--- src/rtl/tc_timer_pkg.sv ---
// tc_timer_pkg: shared direction/mode encodings and load-value saturation helper.
`default_nettype none

package tc_timer_pkg;

    typedef enum logic {
        DIR_UP   = 1'b0,
        DIR_DOWN = 1'b1
    } dir_e;

    typedef enum logic {
        MODE_WRAP    = 1'b0,
        MODE_ONESHOT = 1'b1
    } mode_e;

    function automatic int unsigned sat_digit(input int unsigned value, input int unsigned mod);
        return (value >= mod) ? (mod - 1) : value;
    endfunction

endpackage

`default_nettype wire

--- src/rtl/tc_digit.sv ---
// tc_digit: one radix-MOD counter digit with ripple carry/borrow in and out.
`default_nettype none

module tc_digit
    import tc_timer_pkg::*;
#(
    parameter int DW  = 4,
    parameter int MOD = 10
) (
    input  logic          clk,
    input  logic          rst,
    input  logic          i_step,
    input  dir_e          i_dir,
    input  logic          i_cin,
    input  logic          i_clr,
    input  logic          i_load,
    input  logic [DW-1:0] i_load_val,
    output logic [DW-1:0] o_digit,
    output logic          o_cout
);

    localparam logic [DW-1:0] C_MAX = DW'(MOD - 1);

    logic [DW-1:0] r_digit;
    logic [DW-1:0] w_wrap_val;
    logic          w_at_wrap;

    // The value that rolls over depends on direction: MOD-1 going up, 0 going down.
    assign w_wrap_val = (i_dir == DIR_DOWN) ? '0 : C_MAX;
    assign w_at_wrap  = (r_digit == w_wrap_val);
    assign o_cout     = i_cin && w_at_wrap;
    assign o_digit    = r_digit;

    always_ff @(posedge clk or posedge rst) begin
        if (rst) begin
            r_digit <= '0;
        end else if (i_clr) begin
            r_digit <= '0;
        end else if (i_load) begin
            r_digit <= DW'(sat_digit(32'(i_load_val), MOD));
        end else if (i_step && i_cin) begin
            if (w_at_wrap)
                r_digit <= (i_dir == DIR_DOWN) ? C_MAX : '0;
            else if (i_dir == DIR_DOWN)
                r_digit <= r_digit - 1'b1;
            else
                r_digit <= r_digit + 1'b1;
        end
    end

endmodule

`default_nettype wire

--- src/rtl/tc_timer.sv ---
// tc_timer: parametrised multi-digit up/down timer with prescaler, wrap/one-shot modes and carry pulse.
`default_nettype none

module tc_timer
    import tc_timer_pkg::*;
#(
    parameter int DIGITS   = 2,
    parameter int DW       = 4,
    parameter int MOD      = 10,
    parameter int PRESCALE = 1
) (
    input  logic                 clk,
    input  logic                 rst,
    input  logic                 en_i,
    input  logic                 clr_i,
    input  logic                 load_i,
    input  logic [DIGITS*DW-1:0] load_val_i,
    input  logic                 dir_i,
    input  logic                 mode_i,
    output logic [DIGITS*DW-1:0] count_o,
    output logic                 tick_o,
    output logic                 carry_o,
    output logic                 done_o
);

    localparam int PW = (PRESCALE > 1) ? $clog2(PRESCALE) : 1;
    localparam logic [PW-1:0] C_PRE_LAST = PW'(PRESCALE - 1);

    if (MOD < 2) begin : g_chk_mod_min
        $error("tc_timer: MOD must be at least 2");
    end
    if (MOD > (2 ** DW)) begin : g_chk_mod_max
        $error("tc_timer: MOD must fit in DW bits");
    end
    if (PRESCALE < 1) begin : g_chk_prescale
        $error("tc_timer: PRESCALE must be at least 1");
    end
    if (DIGITS < 1) begin : g_chk_digits
        $error("tc_timer: DIGITS must be at least 1");
    end

    logic [PW-1:0]   r_pre;
    logic            r_carry;
    logic            r_done;
    logic            w_run;
    logic            w_terminal;
    logic            w_hold;
    logic            w_step;
    logic            w_sync_reset;
    logic [DIGITS:0] w_carry;

    assign w_run        = en_i && !r_done;
    assign tick_o       = w_run && (r_pre == C_PRE_LAST);
    assign w_sync_reset = clr_i || load_i;

    // The final ripple carry is high exactly when every digit sits at its wrap value.
    assign w_carry[0]  = 1'b1;
    assign w_terminal  = w_carry[DIGITS];
    assign w_hold      = w_terminal && (mode_e'(mode_i) == MODE_ONESHOT);
    assign w_step      = tick_o && !w_hold;

    for (genvar gi = 0; gi < DIGITS; gi++) begin : g_digit
        tc_digit #(
            .DW  (DW),
            .MOD (MOD)
        ) u_digit (
            .clk        (clk),
            .rst        (rst),
            .i_step     (w_step),
            .i_dir      (dir_e'(dir_i)),
            .i_cin      (w_carry[gi]),
            .i_clr      (clr_i),
            .i_load     (load_i),
            .i_load_val (load_val_i[gi*DW +: DW]),
            .o_digit    (count_o[gi*DW +: DW]),
            .o_cout     (w_carry[gi+1])
        );
    end

    always_ff @(posedge clk or posedge rst) begin
        if (rst) begin
            r_pre   <= '0;
            r_carry <= 1'b0;
            r_done  <= 1'b0;
        end else if (w_sync_reset) begin
            r_pre   <= '0;
            r_carry <= 1'b0;
            r_done  <= 1'b0;
        end else begin
            if (w_run)
                r_pre <= (r_pre == C_PRE_LAST) ? '0 : r_pre + 1'b1;
            r_carry <= tick_o && w_terminal;
            if (tick_o && w_hold)
                r_done <= 1'b1;
        end
    end

    assign carry_o = r_carry;
    assign done_o  = r_done;

endmodule

`default_nettype wire

--- config.mk ---
export PLATFORM = sky130hd
export DESIGN_NAME = tc_timer
export DESIGN_NICKNAME = d
export VERILOG_FILES = /design/src/rtl/tc_timer_pkg.sv /design/src/rtl/tc_digit.sv /design/src/rtl/tc_timer.sv
export SDC_FILE = /design/constraint.sdc
export NUM_CORES = 1
export LEC_CHECK = 0
export CELL_PAD_IN_SITES_DETAIL_PLACEMENT = 1
export CELL_PAD_IN_SITES_GLOBAL_PLACEMENT = 1
export CORE_UTILIZATION = 37
export DETAILED_ROUTE_END_ITERATION = 12
export GPL_ROUTABILITY_DRIVEN = 0
export PLACE_DENSITY_LB_ADDON = 0.1
export SYNTH_ARGS = -nofsm -noshare
export SYNTH_HDL_FRONTEND = slang
export SYNTH_SLANG_ARGS = --single-unit
--- constraint.sdc ---
create_clock -name clk -period 5.8 [get_ports clk]
set_input_delay 1.74 -clock clk [delete_from_list [all_inputs] [get_ports clk]]
set_output_delay 1.74 -clock clk [all_outputs]
set_load 0.05 [all_outputs]
After elaboration in Yosys (flattened, before gate mapping)
Index checks and enable logic that the tools add are counted.
{"block": "word_totals", "ff_bits": 11, "output_inout_bits": 11}
{"block": "op_classes", "reduce_logical": 15, "eq_ne": 2, "n_lt_le_gt_ge": 2, "n_bitwise": 1, "muxes": 20, "n_addsub": 5}
{"op": "$mux W4", "n": 14}
{"op": "$add A4 B1 Y4 const B", "n": 2}
{"op": "$eq A4 B4 Y1", "n": 2}
{"op": "$ge A4 B4 Y1 const B", "n": 2}
{"op": "$logic_and A1 B1 Y1", "n": 8}
{"op": "$sub A4 B1 Y4 const B", "n": 2}
{"op": "$mux W1", "n": 6}
{"op": "$reduce_bool A3 Y1", "n": 2}
{"op": "$reduce_bool A2 Y1", "n": 2}
{"op": "$logic_not A1 Y1", "n": 2}
{"op": "$add A1 B1 Y1 const B", "n": 1}
{"op": "$logic_or A1 B1 Y1", "n": 1}
{"op": "$not A1 Y1", "n": 1}

Longest topological paths before layout
{"block": "depth", "word_depth": 10, "depth_mapped": 6, "depth_no_buf": 6}

Hierarchy
Synthesis repeated with hierarchy kept, for this count alone.
{"block": "unflattened", "cells_unflattened": 108, "area_unflattened_um2": 924.6}
{"module": "tc_digit", "area_per_inst_um2": 407.9, "instances": 2, "cells_each": 49, "seq_area_each_um2": 100.1}
{"module": "tc_timer", "area_per_inst_um2": 108.9, "instances": 1, "cells_each": 10, "seq_area_each_um2": 50.0}

Worst setup path after synthesis
Ideal clock, no wire load.
{"block": "synth_path", "kind": "in2out", "start": "input port en_i", "end": "output port tick_o", "path_stages": 2, "arrival_time_ns": 2.394, "required_ns": 4.060, "setup_slack_ns": 1.666, "cell_sequence": "or2b_2 -> inv_1"}
{"block": "synth_between", "elab_chain_len": 2}
{"item": "from (decl)", "line_no": "tc_timer.sv:14", "source": "input logic en_i,"}
{"item": "$logic_and A1 B1 Y1", "line_no": "tc_timer.sv:52", "source": "assign w_run = en_i && !r_done;"}
{"item": "$logic_and A1 B1 Y1", "line_no": "tc_timer.sv:53", "source": "assign tick_o = w_run && (r_pre == C_PRE_LAST);"}
{"item": "to (decl)", "line_no": "tc_timer.sv:21", "source": "output logic tick_o,"}
Every way passes these cells.

Worst setup path after layout
Same ends and word-level chain as after synthesis.

==> summary.txt <==
Clocking
  – Postcts setup bufs: 0
  – CTS Hold Bufs: 0
  – CTS-repair resized insts: 0
  – Num Clock Sinks: 10
  – Clock-pin slew on the worst setup and hold paths: 0.07 ns
  – Clock root cell: clkbuf_4
  – CTS buffer count: 3
  – Worst-Skew Late Latency: 0.27 ns
  – CTS tree: yes
  – H-tree depth: 1
  – Clock Path Buffers: 2

Synth
  – Mean Syn Cell Area: 9.24 um2
  – Seq cells post-synth: 10
  – Multiplexer area fraction after synthesis: around 7.3%
  – Net Count, Synth: 118
  – Share of Yosys cell area claimed by the top area cell type: 27.9%
  – Area contributors post-synth: dfrtp_1 (28%), ha_1 (5.6%), mux2_2 (5.0%), nand3b_1 (5.0%), fa_1 (4.5%)
  – Syn. warnings: 0
  – Post-synth top cells: dfrtp_1 (10), nand2_1 (8), nor2_1 (7)
  – Synth Area in Adders: 10.1%
  – EDFF count, synth: 0
  – Main synth FF type: dfrtp_1
  – Syn Inst Count: 97
  – Top-count cell post-synth: dfrtp_1
  – Synth Area in Compound Gates: between 20% and 30%
  – Synth Area in Simple Gates: 21.9%
  – Largest family of logic cells by synthesized area: compound AO/OA/AOI/OAI gates
  – XOR/XNOR share of the synthesized area: 3.91%
  – Asr flop ratio synth: 100%
  – Synth unique cells: 41
  – Leading area contributor after synthesis: dfrtp_1
  – Sequential share of the synthesized area: 27.9%
  – Synth Cell Area: 896 um2

Worst setup path
  – CP required: 4.06 ns
  – Worst Path Arrival: 3.45 ns
  – Worst reg2reg path startpoint: g_digit[1].u_digit.o_digit[0]
  – Critical path type: primary input to primary output
  – Crit. End Element: primary output
  – Crit path launch: en_i
  – Startpoint types: primary input
  – Maximum fanout along the worst path: 3

Placed design
  – I/O Buffers: 25
  – Placed Instance Area: approximately 1200 um2
  – Cell count after placement: 146
  – Hpwl dp: 1830 um

GRT
  – Pin count of the biggest net entering global routing: 20
  – Number of antenna violations at the first check in global routing: 0
  – Total congestion overflow: 0
  – First-pass GRT wire length: 4260 um
  – Global-route track usage on met2: between 30% and 40%
  – Total GRT Usage: 22.3%
  – Number of global-route vias before repair: 879
  – Met1 Use GR: 30.3%
  – GR peak layer: met2
  – GR Util met3: 4.76%

Die
  – Total core area: 2250 um2
  – Starting density of the core: 39.7%
  – Num rows: 17
  – Die X: 51.2 um
  – IO Pins: 26
  – Chip Height: 51.2 um
  – Die Area: 2620 um2

Timing
  – Headroom to the max-slew limit: 55.0%
  – Final Setup Violations: 0
  – Worst-margin pin slew: between 0.6 and 0.7 ns
  – Clk_skew: 0.00118 ns
  – Fmax: about 190 MHz
  – Crit share post-route: 89.5%
  – Final TNS setup: 0 ns
  – Hold slack: 0.620 ns
  – Pins Over Slew Limit: 0
  – Final min period: between 5 and 6 ns
  – Unrepaired setup endpoints after global routing: no
  – Fin. Hold Viols: 0

Detailed routing
  – First drt pass iteration count: 3
  – WL per Instance: 16.2 um
  – Final wirelength: approximately 2400 um
  – Final ANT Viol Nets: 0
  – Number of remaining DRC errors: 0
  – Via density: around 5.7
  – Vias: 858
  – Number of DRC markers in iteration 0: 14

Finish
  – Non-filler cells, final: 150
  – Ant diodes: 0
  – Fillers: 267
  – Final instance area: 1200 um2
  – Layout cell share with drive strength beyond 1: approximately 12%
  – Synthesis-to-layout area growth: 34.2%
  – Nets: between 100 and 150

Hold path
  – Hold wc startpoint: g_digit[0].u_digit.o_digit[2]
  – Hold Crit Class: flop to flop

Job
  – Max-Cap Viols: 0

Power
  – Max IR drop VDD: 0.110 mV
  – Pwr Density: 217 nW/um2
  – Leak: about 0.48 nW

Outcome
  – Status: complete, no violations
## per-stage QoR
stage / power (mW) / util [%] / setup WS, ns
global route: 0.278 / 53.3 / 0.567
global placement: 0.194 / 51.7 / 0.647
detailed placement: 0.198 / 51.7 / 0.606
finish: 0.261 / 53.3 / 0.609
floorplan: 0.159 / - / 1.67
CTS: 0.264 / 53.3 / 0.601
## path summary, 6_finish.rpt
| path | endpoint | depth (start not counted) | slack, ns |
|---|---|---|---|
| max in group asynchronous | g_digit[1].u_digit.o_digit[2] | 2 | 3.76 |
| min | g_digit[0].u_digit.o_digit[2] | 1 | 0.62 |
| min in group asynchronous | g_digit[1].u_digit.o_digit[0] | 2 | 1.75 |
| max | tick_o | 4 | 0.61 |
| min reg2reg | g_digit[0].u_digit.o_digit[2] | 1 | 0.62 |
| max reg2reg | g_digit[0].u_digit.o_digit[2] | 5 | 3.64 |
## cell families (layout without fill, tap and decap cells)
| family | after synthesis | after routing |
|---|---|---|
| fa+ha+maj | 6 | 6 |
| xor+xnor | 4 | 4 |
| flops | 10 | 10 |
| simple gates | 35 | 35 |
| compound gates | 28 | 28 |
| mux | 6 | 6 |
| buf+inv | 8 | 33 |
## cells in the final DEF (no fill, tap or decap), types with 2 or more instances in the layout
cell type         n
clkdlybuf4s50_1  25
dfrtp_1          10
nand2_1           8
nor2_1            7
nand3b_1          6
nor3_1            5
inv_1             4
a21oi_1           4
mux2_2            4
ha_1              4
o21ai_0           3
nand3_1           3
clkbuf_4          3
xnor2_1           2
o211ai_1          2
a221oi_1          2
a21boi_0          2
mux2i_1           2
xor2_1            2
fa_1              2
## registers in the layout, summed over array words and instances, names as in the netlist
register / flops
g_digit.u_digit.o_digit: 8
carry_o: 1
done_o: 1
## where the power goes
group | internal [mW] | switching, mW | total (mW)
Combinational | 0.0476 | 0.0621 | 0.110
Clock | 0.0381 | 0.0268 | 0.0649
Sequential | 0.0752 | 0.0113 | 0.0865
## per-layer routing
metal	routed length, um	part of all wire [%]
met5	0	0
met4	17	0.70
met3	76	3.1
met2	1160	48
met1	1180	49
## layout make-up
| class | count | area [um2] | area share (%) |
|---|---|---|---|
| tap | 28 | 35.0 | 2.91 |
| sequential | 10 | 250 | 20.8 |
| clock buffer | 4 | 36.3 | 3.02 |
| multi-input combinational | 79 | 616 | 51.2 |
| inverter | 4 | 15.0 | 1.25 |
| timing repair buffer | 25 | 250 | 20.8 |
## critical path, cell delays in order
cell and delay [ns]:
clkdlybuf4s50_1 0.48, or2b_2 0.35, inv_1 0.08, clkdlybuf4s50_1 0.80
(Power assumes the default switching activity.)
